<file path="config.mk">
export PLATFORM = sky130hd
export DESIGN_NAME = toggle_reg_bank
export DESIGN_NICKNAME = d
export VERILOG_FILES = /design/src/rtl/toggle_pkg.sv /design/src/rtl/toggle_edge_det.sv /design/src/rtl/toggle_reg_bank.sv
export SDC_FILE = /design/constraint.sdc
export NUM_CORES = 1
export LEC_CHECK = 0
export CAP_MARGIN = 20
export CORE_MARGIN = 2
export CORE_UTILIZATION = 32
export CTS_BUF_LIST = sky130_fd_sc_hd__clkbuf_8 sky130_fd_sc_hd__clkbuf_16
export DETAILED_ROUTE_END_ITERATION = 10
export GPL_ROUTABILITY_DRIVEN = 0
export PLACE_DENSITY = 0.66
export SYNTH_ARGS = -nofsm -noshare
export SYNTH_HDL_FRONTEND = slang
export SYNTH_SLANG_ARGS = --single-unit
</file>
<file path="constraint.sdc">
create_clock -name clk -period 1.8 [get_ports clk]
set_input_delay 0.18 -clock clk [delete_from_list [all_inputs] [get_ports clk]]
set_output_delay 0.18 -clock clk [all_outputs]
set_load 0.005 [all_outputs]
</file>
<file path="src/rtl/toggle_pkg.sv">
// Shared constants for the toggle register bank and its helpers.
// Build option: TOGGLE_REG_BANK_EDGE_DET_EN selects edge-triggered toggle requests.
package toggle_pkg;

  localparam logic TOG_MODE_INDEP = 1'b0;
  localparam logic TOG_MODE_CHAIN = 1'b1;
  localparam int   TOG_MAX_WIDTH  = 32;

endpackage

</file>
<file path="src/rtl/toggle_edge_det.sv">
// WIDTH-bit rising-edge detector: pulse is high for the one cycle where in rises.
// The history register updates every cycle and is cleared by reset.
module toggle_edge_det #(
  parameter int WIDTH = 8
) (
  input  logic             clk,
  input  logic             reset,
  input  logic [WIDTH-1:0] in,
  output logic [WIDTH-1:0] pulse
);

  logic [WIDTH-1:0] prev_q;
  logic [WIDTH-1:0] prev_d;

  always_comb begin
    prev_d = in;
  end

  always_ff @(posedge clk) begin
    if (reset) begin
      prev_q <= '0;
    end else begin
      prev_q <= prev_d;
    end
  end

  assign pulse = in & ~prev_q;

endmodule

</file>
<file path="src/rtl/toggle_reg_bank.sv">
// Bank of WIDTH T flip-flops: independent toggles or a chained up-counter with load and tc.
// Define TOGGLE_REG_BANK_EDGE_DET_EN to make toggle requests rising-edge sensitive.
module toggle_reg_bank
  import toggle_pkg::*;
#(
  parameter int WIDTH = 8
) (
  input  logic             clk,
  input  logic             reset,
  input  logic             en,
  input  logic             mode,
  input  logic [WIDTH-1:0] t,
  input  logic             load,
  input  logic [WIDTH-1:0] d,
  output logic [WIDTH-1:0] q,
  output logic             tc
);

  logic [WIDTH-1:0] q_q;
  logic [WIDTH-1:0] q_d;
  logic [WIDTH-1:0] te;
  logic [WIDTH-1:0] tog;
  logic [WIDTH:0]   carry;

`ifdef TOGGLE_REG_BANK_EDGE_DET_EN
  toggle_edge_det #(
    .WIDTH(WIDTH)
  ) u_edge_det (
    .clk  (clk),
    .reset(reset),
    .in   (t),
    .pulse(te)
  );
`else
  assign te = t;
`endif

  // carry[i] is the toggle condition for bit i in chained mode; carry[WIDTH] marks the wrap.
  assign carry[0] = te[0];
  generate
    for (genvar gi = 0; gi < WIDTH; gi++) begin : g_carry
      assign carry[gi+1] = carry[gi] & q_q[gi];
    end
  endgenerate

  assign tog = (mode == TOG_MODE_CHAIN) ? carry[WIDTH-1:0] : te;
  assign tc  = (mode == TOG_MODE_CHAIN) & en & carry[WIDTH];

  always_comb begin
    q_d = q_q;
    if (load) begin
      q_d = d;
    end else if (en) begin
      q_d = q_q ^ tog;
    end
  end

  always_ff @(posedge clk) begin
    if (reset) begin
      q_q <= '0;
    end else begin
      q_q <= q_d;
    end
  end

  assign q = q_q;

endmodule

</file>
# After elaboration in Yosys (flattened, before gate mapping)
# Cells that the tools add are included.
# op_classes
bitwise	11
muxes	3
reduce_logical	1
# ops
cell	count
8-bit two-way mux	3
1-bit AND	10
8-bit XOR	1
2-bit nonzero test	1
# totals
regBits	8

# Depth between registers and ports, before layout
# Gate-level depths: netlist of run 1.
# depth
ltp_word	11
ltp_mapped	4
depth_no_buf	4

# Worst setup path after synthesis of run 1
# No wires, ideal clock.
# synth_path
path_kind	register to register
start	register q_q[0] (netlist: q[0])
end	register q_q[2] (netlist: q[2])
arrival_time_ns	1.221
path_stages_with_launch	5
setup_slack_ns	0.464
synth_period_minus_slack_ns	1.336
cell_sequence	dfxtp_1 > ha_1 > and3_1 > o2111a_1 > a2111oi_0
# synth_between
elab_chain_len	6
# synth_lines
item	line	rtl
from (decl)	toggle_reg_bank.sv:19	logic [WIDTH-1:0] q_q;
from (signal assigned)	toggle_reg_bank.sv:62	q_q <= q_d;
1-bit AND (2 in series)	toggle_reg_bank.sv:42	assign carry[gi+1] = carry[gi] & q_q[gi];
8-bit two-way mux	toggle_reg_bank.sv:46	assign tog = (mode == TOG_MODE_CHAIN) ? carry[WIDTH-1:0] : te;
8-bit XOR	toggle_reg_bank.sv:54	q_d = q_q ^ tog;
8-bit two-way mux	toggle_reg_bank.sv:53	end else if (en) begin
8-bit two-way mux	toggle_reg_bank.sv:51	if (load) begin
# No other way between the ends. The select of a mux whose other input is x is not followed.
# A chain may end at the register's enable or synchronous reset.

# Worst setup path after layout of run 1
# layout_path
start	input t[0]
end	register q_q[2] (netlist: q[2])
# layout_between
elab_chain_len	6
# layout_lines
item	line	rtl
from (decl)	toggle_reg_bank.sv:12	input logic [WIDTH-1:0] t,
1-bit AND (2 in series)	toggle_reg_bank.sv:42	
8-bit two-way mux	toggle_reg_bank.sv:46	
8-bit XOR	toggle_reg_bank.sv:54	
8-bit two-way mux	toggle_reg_bank.sv:53	
8-bit two-way mux	toggle_reg_bank.sv:51	
# No other way between the ends. The select of a mux whose other input is x is not followed.

==> results.py, run 1 <==
metrics = {
    "sta": {
        "setup_violations": 0,
        "worst_pin_slew_ns": 0.3427,
        "period_share_pct": 88.31,
        "pins_over_slew_limit": 0,
        "worst_clock_skew_ns": 0.001008,
        "finalHoldViolCount": 0,
        "finalCriticalPeriod_ns": 1.590,
        "slew_headroom_pct": 76.56,
        "worst_hold_slack_ns": 0.5236,
        "rsz0062_at_grt": "no",
        "max_freq_mhz": 629.1,
    },
    "synthesis": {
        "ys_warn_count": 0,
        "synth_area_sq_um": 649.4,
        "postSynthNetCount": 102,
        "post_synth_main_area_contributors": "dfxtp_1 25%, nor2b_1 5.8%, nand4_1 3.9%",
        "netlist_instances": 80,
        "portion_of_the_post_synthesis_area_used_by_sequential_elements_pct": 24.66,
        "synth.avg_cell_area_sq_um": 8.117,
        "post_synth_num_cell_types": 38,
        "synth_top_cell_area_share_pct": 24.66,
        "postSynthRegisterBits": 8,
        "yosysTopAreaCell": "dfxtp_1",
    },
    "clocking": {
        "htree_levels": 1,
        "cts_sinks": 8,
        "cts-root-buf": "clkbuf_8",
        "max_buffers_root_to_sink": 2,
        "cts.clk_slew.worst_paths_ns": 0.05,
        "cts-buffers-inserted": 3,
        "cts_tree": "built",
        "clock_latency_ns": 0.23,
        "holdBufCountCts": 0,
    },
    "place": {
        "dp_cells": 141,
        "portBuffers": 29,
        "dp_hpwl_mm": 1.491,
    },
    "detailed_routing": {
        "detail_route.iter0.violations": 10,
        "route.antenna.remaining_nets": 0,
        "route.detailed.wl_per_inst_um": 13.40,
        "drt_pre_antenna_iters": 3,
        "wl_met1_um": 902,
        "route.detailed.drc": 0,
        "top_layer_used": "met4",
        "drt-total-wl_mm": 1.929,
        "via_per_inst": 5.424,
        "dr_wl_met3_um": 75,
        "vias": 781,
        "wl_met2_um": 921,
    },
    "power_and_ir_drop": {
        "cellPowerDensity_mw_per_mm2": 568.6,
        "power_leakage_nw": 0.4043,
        "vdd_ir_drop_max_v": 0.0003058,
    },
    "cells_and_area": {
        "n_fill_cell": 211,
        "multi_input_area_sq_um": 450.4,
        "finalNonFillerCells": 144,
        "largest_register_ff_count": 8,
        "ff_latch_area_sq_um": 160.2,
        "final_core_util_pct": 54.45,
        "fin_nets": 141,
        "insertedDiodeCount": 0,
        "syn2layout_area_growth_pct": 62.81,
        "layout-drive-gt1-share_pct": 12.82,
    },
    "floorplanning": {
        "placementRows": 16,
        "fp.dieW_um": 49.05,
        "top_level_ports": 30,
        "initial_utilization_pct": 33.44,
        "core_region_area_sq_mm": 0.001942,
        "die_area_sq_mm": 0.002405,
        "die-height_um": 49.05,
    },
    "worst_setup_path": {
        "critical_path.max_fanout": 5,
        "crit_end_element": "flip-flop",
        "timing.setup.critical_path_class": "primary input to flip-flop",
        "critPathLaunchType": "primary input",
        "arrival_ns": 1.70,
        "required_time_at_the_worst_slack_endpoint_ns": 1.91,
    },
    "global_route": {
        "overflow": 0,
        "grt_first_pass_wirelength_mm": 3.305,
        "global_route.usage.total_pct": 17.56,
        "grt_antenna_before_repair": 0,
        "grt_start_max_net_pins": 11,
        "number_of_global_route_vias_before_repair": 792,
    },
    "run": {
        "max_cap_violations": 0,
    },
    "worst_hold_path": {
        "hold_class": "primary input to flip-flop",
    },
    "run_status": {
        "status": "complete, no violations",
    },
}
## cell usage after synthesis
library cell	instances
and2_1	1
or4_1	1
o2111a_1	1
dfxtp_1	8
nor2_1	5
mux2_1	1
and3_1	3
o21a_1	1
nor4bb_1	1
a311oi_1	1
clkbuf_1	2
and4_1	2
a41oi_2	1
buf_2	1
or2_2	2
or3_1	1
nand2_1	3
nor3b_1	1
nand2b_1	1
nor4b_1	2
o2111ai_1	1
a21oi_1	2
o211ai_1	3
a2111oi_0	1
buf_6	1
a31oi_1	2
inv_1	4
nand3b_1	2
mux2i_1	1
nor2b_1	6
nand4_1	4
ha_1	1
o21ai_0	5
a22o_1	2
a211o_1	1
or3b_1	1
a211oi_1	2
a221oi_1	2
## path summary, 6_finish.rpt
check | start | to | slack (ns) | cells after the start
hold / removal | d[0] | q[0] | 0.52 | 3
setup reg to reg | q[0] | q[2] | 0.27 | 5
setup / recovery | t[0] | q[2] | 0.21 | 6
hold reg to reg | q[2] | q[2] | 0.62 | 2
## final cells by class
class                      instances  area share (%)
multi-input combinational         64           42.60
timing repair buffer              38           33.73
sequential                         8           15.15
clock buffer                       3           3.905
tap                               27           3.195
inverter                           4           1.420
## repair_timing
action	CTS	global route
buffers inserted	0	0
hold endpoints to repair	0	0
gates resized for setup	1	0
setup endpoints to repair	1	0
## layer usage
layer / up-vias / track usage, %
met1: 369 / 20.45
met3: 4 / 3.988
met5: - / 0
met2: 18 / 29.91
li1: 390 / -
met4: 0 / 9.048
## worst max-delay path: stages
cell	delay, ns
clkdlybuf4s50_1	0.40
ha_1	0.21
buf_4	0.15
and3_1	0.17
o2111a_1	0.22
a2111oi_0	0.37
## cells by family after synthesis
group                      synth area share, %
AOI/OAI and AO/OA                        29.29
buffers and inverters                    5.972
and+or+nand+nor                          34.88
muxes                                    3.275
DFF                                      24.66
adders and majority gates                1.926
## layout by cell type, fill, tap and decap left out, drive strengths merged, types with 3 or more instances in the layout
master and n:
clkbuf 3, nor2 5, buf 9, clkdlybuf4s50 28, o21ai 5, o211ai 3, dfxtp 8, and3 3
nand4 4, inv 4, nor2b 6, nand2 3
## metrics by stage
step	setup slack [ns]	setup TNS, ns	instance area, sq um	power (mW)
after floorplan	0.4643	0	649.4	0.2754
after global placement	-0.03623	-0.03623	1017	0.3750
after detailed placement	-0.06641	-0.09569	1017	0.3773
after CTS	0.2114	0	1057	0.6075
after global routing	0.02575	0	1057	0.6416
final	0.2103	0	1057	0.6012
## where the power goes
group / switching [mW] / total (mW) / internal (mW)
clock: 0.0806 / 0.227 / 0.146
combinational: 0.0604 / 0.165 / 0.104
sequential: 0.0177 / 0.210 / 0.192
total: 0.159 / 0.601 / 0.442
Power figures use the tool's default switching activity.
==> run 2: changes to the inputs <==
- MAX_ROUTING_LAYER: unset -> met4
==> results of run 2 <==
No change in the layout: final DEF, timing and power equal those of run 1.
Main changes from that run: via count of the first global-routing pass 792 -> 794; overall routing resource usage 17.56% -> 18.05%
==> variant 1: new RTL, settings of run 1 <==
Register the input `mode` before use, without a reset. The logic sees it one clock later. The other inputs are not delayed to match.
--- a/src/rtl/toggle_reg_bank.sv
+++ b/src/rtl/toggle_reg_bank.sv
@@ -17,2 +17,8 @@
 );
+
+  logic mode_q;
+
+  always_ff @(posedge clk) begin
+    mode_q <= mode;
+  end
 
@@ -45,4 +51,4 @@
 
-  assign tog = (mode == TOG_MODE_CHAIN) ? carry[WIDTH-1:0] : te;
-  assign tc  = (mode == TOG_MODE_CHAIN) & en & carry[WIDTH];
+  assign tog = (mode_q == TOG_MODE_CHAIN) ? carry[WIDTH-1:0] : te;
+  assign tc  = (mode_q == TOG_MODE_CHAIN) & en & carry[WIDTH];
 
Behaviour: not the same (Yosys sat finds a counterexample within 4 cycles, from zero or initial values and one cycle with reset high).
==> variant 1 against run 1 <==
  * Design area up 3.0%
  * Total power grew 6.9%
  * First-iteration DRC count is 50% lower
  * Highest routed layer unchanged
  * Non-clock buffer count grew 1
  * Sequential cell count increased by 1
  * Synthesized area grew 3.1%
  * Setup slack gained 0.0069 ns
  * Routed wire length rose by 7.7%
==> variant 1: results (changes against run 1) <==
GRT
  • Total GRT Usage: 18.0% (+0.40 points)
  • First-pass GRT wire length: 3.42 mm (+3.5%)
  • Vias in the first global route: 765 (-3.4%)

Synth
  • Synth Net Count: 103 (+0.98%)
  • Sequential fraction of the synthesis area: 26.9% (+2.3 points)
  • Post-synthesis compound-gate area fraction: 28.4% (-0.88 points)
  • Post-Synth Adder-Cell Area: 1.87% (-0.058 points)
  • Multiplexer area fraction after synthesis: 3.18% (-0.098 points)
  • Largest cells by area after synthesis: dfxtp_1 27%, nor2b_1 5.6%, nand4_1 3.7%
  • Synth cell count leaders: 9 x dfxtp_1, 6 x nor2b_1, 5 x nor2_1, 5 x o21ai_0

Pwr
  • Clock network power share: 37.4% (-0.3 points)
  • Psw: 0.172 mW (+8.5%)
  • VDD IR-drop max: 0.353 mV (+16%)
  • Pleak: 0.423 nW (+4.6%)

Min path
  • Worst Hold Endpoint: mode_q
  • Worst hold path depth: 1 (-2)
  • HP Start: mode

Drt
  • TritonRoute pass-1 iters: 4 (+1)
  • DR vias: 799 (+2.3%)
  • Drt total wl: 2.08 mm (+7.7%)
  • DRC violation total after the first TritonRoute iteration: 5 (-5)

STA
  • Hold WS: 0.393 ns (-0.130 ns)
  • Final Skew: 0.000987 ns (-0.0000211 ns)
  • Worst Tran Pin Value: 0.340 ns (-0.00225 ns)
  • Tcrit/Tclk final: 87.9% (-0.38 points)

Setup path
  • Worst Path Arrival: 1.69 ns

Layout
  • Post-layout net count: 143 (+1.4%)
  • Fill count: 203 (-3.8%)
  • Layout cells sized above 1: 13.3% (+0.51 points)

Placement
  • Setup WS pre-CTS: -0.0580 ns (+0.00844 ns)
  • Placed cell areas: 1040 um^2 (+2.7%)
  • Hpwl dp: 1.58 mm (+6.3%)

Status
  • Outcome: complete, no violations
==> variant 1: through the flow <==
stage / cells / total power [mW]
after floorplan: 81 / 0.300
after global placement: 143 / 0.403
after detailed placement: 143 / 0.405
after CTS: 147 / 0.640
after global routing: 147 / 0.676
final: 147 / 0.643
==> variant 1: what timing repair did <==
| action | 4_1_cts | 5_1_grt |
|---|---|---|
| endpoints found under the setup margin | 1 | 0 |
| resized for setup | 1 | 0 |
| hold buffers | 0 | 0 |
| buffers inserted | 0 | 0 |
==> variant 1: final cells by class <==
class,instances,area (um^2),area share (%)
Inverter,4,15.0,1.38
Sequential cell,9,180,16.6
Multi-Input combinational cell,64,450,41.4
Clock inverter,1,3.75,0.345
Timing Repair Buffer,39,364,33.4
Tap cell,27,33.8,3.10
Clock buffer,3,41.3,3.79
==> variant 1: per-layer routing <==
metal	up-vias	share of wire (%)	track usage [%]
li1	397	-	-
met1	375	49	23.6
met2	25	46	29.3
met3	2	4.9	3.64
met4	0	0.53	5.56
met5	-	0	0
==> variant 2: new RTL, flow settings as in run 1 <==
Without the edit above. The option `TOGGLE_REG_BANK_EDGE_DET_EN` is turned on by a define.
--- a/src/rtl/toggle_reg_bank.sv
+++ b/src/rtl/toggle_reg_bank.sv
@@ -2,2 +2,4 @@
 // Define TOGGLE_REG_BANK_EDGE_DET_EN to make toggle requests rising-edge sensitive.
+`define TOGGLE_REG_BANK_EDGE_DET_EN
+
 module toggle_reg_bank
Behaviour: not the same (Yosys sat finds a counterexample within 4 cycles, from zero or initial values and one cycle with reset high).
==> variant 2 against run 1 <==
  * Maximum frequency decreased by 6.4%
  * Sequential cell count increased by 8
  * Setup slack got worse by 0.11 ns
  * Synthesized area increased by 23%
  * Design area increased by 15%
  * Total power increased by 37%
  * Routed wire length decreased by 3.1%
  * Die area increased by 21%
  * Critical path type is now in -> out
  * Largest cell class unchanged
==> variant 2: results (changes against run 1) <==
Status
  • Outcome: complete, no violations

Layout
  • Layout Cells excl Fill: 152 (+5.6%)
  • Layout cells sized above 1: 17.2% (+4.4 points)
  • Fill count: 243 (+15%)
  • Core Util, Final: 50.3% (-4.1 points)

Setup path
  • Worst Path Arrival: 1.52 ns (-0.18 ns)
  • R2R setup slack: 0.31 ns (+0.04 ns)
  • Reg-to-reg critical path startpoint: u_edge_det.prev_q[0]
  • Crit Reg-Reg Endpoint: q[5]
  • Worst-path fanout max: 2 (-3)
  • Critical path's top delay family: buffers and inverters
  • Worst r2r path cells: 7 (+2)
  • Crit path largest cell delay: 0.46 ns (+0.06 ns)

Drt
  • TritonRoute pass-1 iters: 4 (+1)
  • DRC violation total after the first TritonRoute iteration: 11 (+1)
  • Drt total wl: 1.87 mm (-3.1%)
  • DR vias: 733 (-6.1%)

Synth
  • Post-synthesis cell type count: 29 (-24%)
  • Largest cells by area after synthesis: dfxtp_1 40%, nor2b_1 7.1%, a211oi_1 4.7%
  • Synth cell count leaders: 16 x dfxtp_1, 9 x nor2b_1, 8 x nor2_1
  • Sequential fraction of the synthesis area: 40.2% (+16 points)
  • Synth Net Count: 108 (+5.9%)
  • Synth Instances: 86 (+7.5%)

STA
  • Tcrit/Tclk final: 94.3% (+6.0 points)
  • Final Skew: 0.00151 ns (+0.000506 ns)
  • Worst Tran Pin Value: 0.327 ns (-0.0161 ns)

Placement
  • IO buf count: 29 (unchanged)
  • Hpwl dp: 1.42 mm (-4.5%)
  • Placed cell areas: 1160 um^2 (+14%)
  • Setup WS pre-CTS: -0.331 ns (-0.265 ns)

GRT
  • Largest net degree at the start of global routing: 13 (+2)
  • Vias in the first global route: 672 (-15%)
  • Total GRT Usage: 14.1% (-3.4 points)
  • First-pass GRT wire length: 2.94 mm (-11%)

Pwr
  • Pleak: 0.466 nW (+15%)
  • Switching share of power: 23.5% (-2.9 points)
  • VDD IR-drop max: 0.444 mV (+45%)

Min path
  • Worst Hold Endpoint: u_edge_det.prev_q[5]
  • HP Start: t[5]

Clock tree
  • CTS clk-pin slew, worst paths: 0.06 ns
## variant 2: cell types whose count changed in the layout (fill, tap and decap cells not counted), sizes merged, moves of 3 or more
cell / delta
a211oi: +3
dfxtp: +8
inv: -3
nand4: -3
nor2: +3
nor2b: +3
xnor2: +3
xor2: +3
## variant 2: worst max-delay path by stage
stage,start,endpoint
after floorplan,q[0],q[5]
after global placement,t[0],tc
after detailed placement,t[0],tc
after CTS,t[0],tc
after global routing,t[0],tc
final,t[0],tc
## variant 2: worst reg2reg max path, delay by kind of cell, from the launching register on
kind                       cells  cell delay (ns)
AOI/OAI and AO/OA              2             0.34
buffers and inverters          1             0.11
adders and majority gates      1             0.19
DFF                            1             0.30
xor gates and xnor gates       1             0.17
and+or+nand+nor                2             0.30
## variant 2: cell type report
cell class | instances | share of cell area, %
clock buffers | 3 | 3.41
multi-input cells | 63 | 37.4
repair buffers | 38 | 29.1
flip-flops and latches | 16 | 26.4
inverters | 2 | 0.619
well taps | 30 | 3.10
## variant 2: through the flow
stage / power, mW / TNS, ns / hold WS (ns)
2_1_floorplan: 0.474 / 0 / 0.308
6_report: 0.825 / 0 / 0.516
3_3_place_gp: 0.566 / -0.363 / 0.524
3_5_place_dp: 0.568 / -0.514 / 0.538
5_1_grt: 0.872 / 0 / 0.522
4_1_cts: 0.830 / 0 / 0.515
## variant 2: power groups by stage
stage                     logic [mW]  registers [mW]  clock network [mW]
after global placement         0.164           0.402                   0
after CTS                      0.169           0.395               0.266
final                          0.167           0.394               0.264
after detailed placement       0.166           0.402                   0
after floorplan               0.0730           0.401                   0
after global routing           0.184           0.398               0.291
## variant 2: layer usage
layer	wire, um	vias to the layer above	global-route usage (%)
met5	0	-	0
met4	17	0	5.13
met3	126	2	3.89
met2	877	22	23.0
met1	848	327	17.7
li1	-	382	-
## variant 2: kinds of logic (layout without fill, tap and decap cells)
group / Yosys count / in the layout / share of synthesized area [%]
simple gates: 38 / 38 / 28.4
flops: 16 / 16 / 40.2
compound gates: 15 / 15 / 14.3
buf+inv: 7 / 43 / 5.18
xor+xnor: 6 / 6 / 6.59
mux: 3 / 3 / 3.77
fa+ha+maj: 1 / 1 / 1.57
## variant 2: timing repair
item                       in CTS  in global routing
setup endpoints to repair       1                  0
gates resized for setup         8                  0
buffers inserted                0                  0
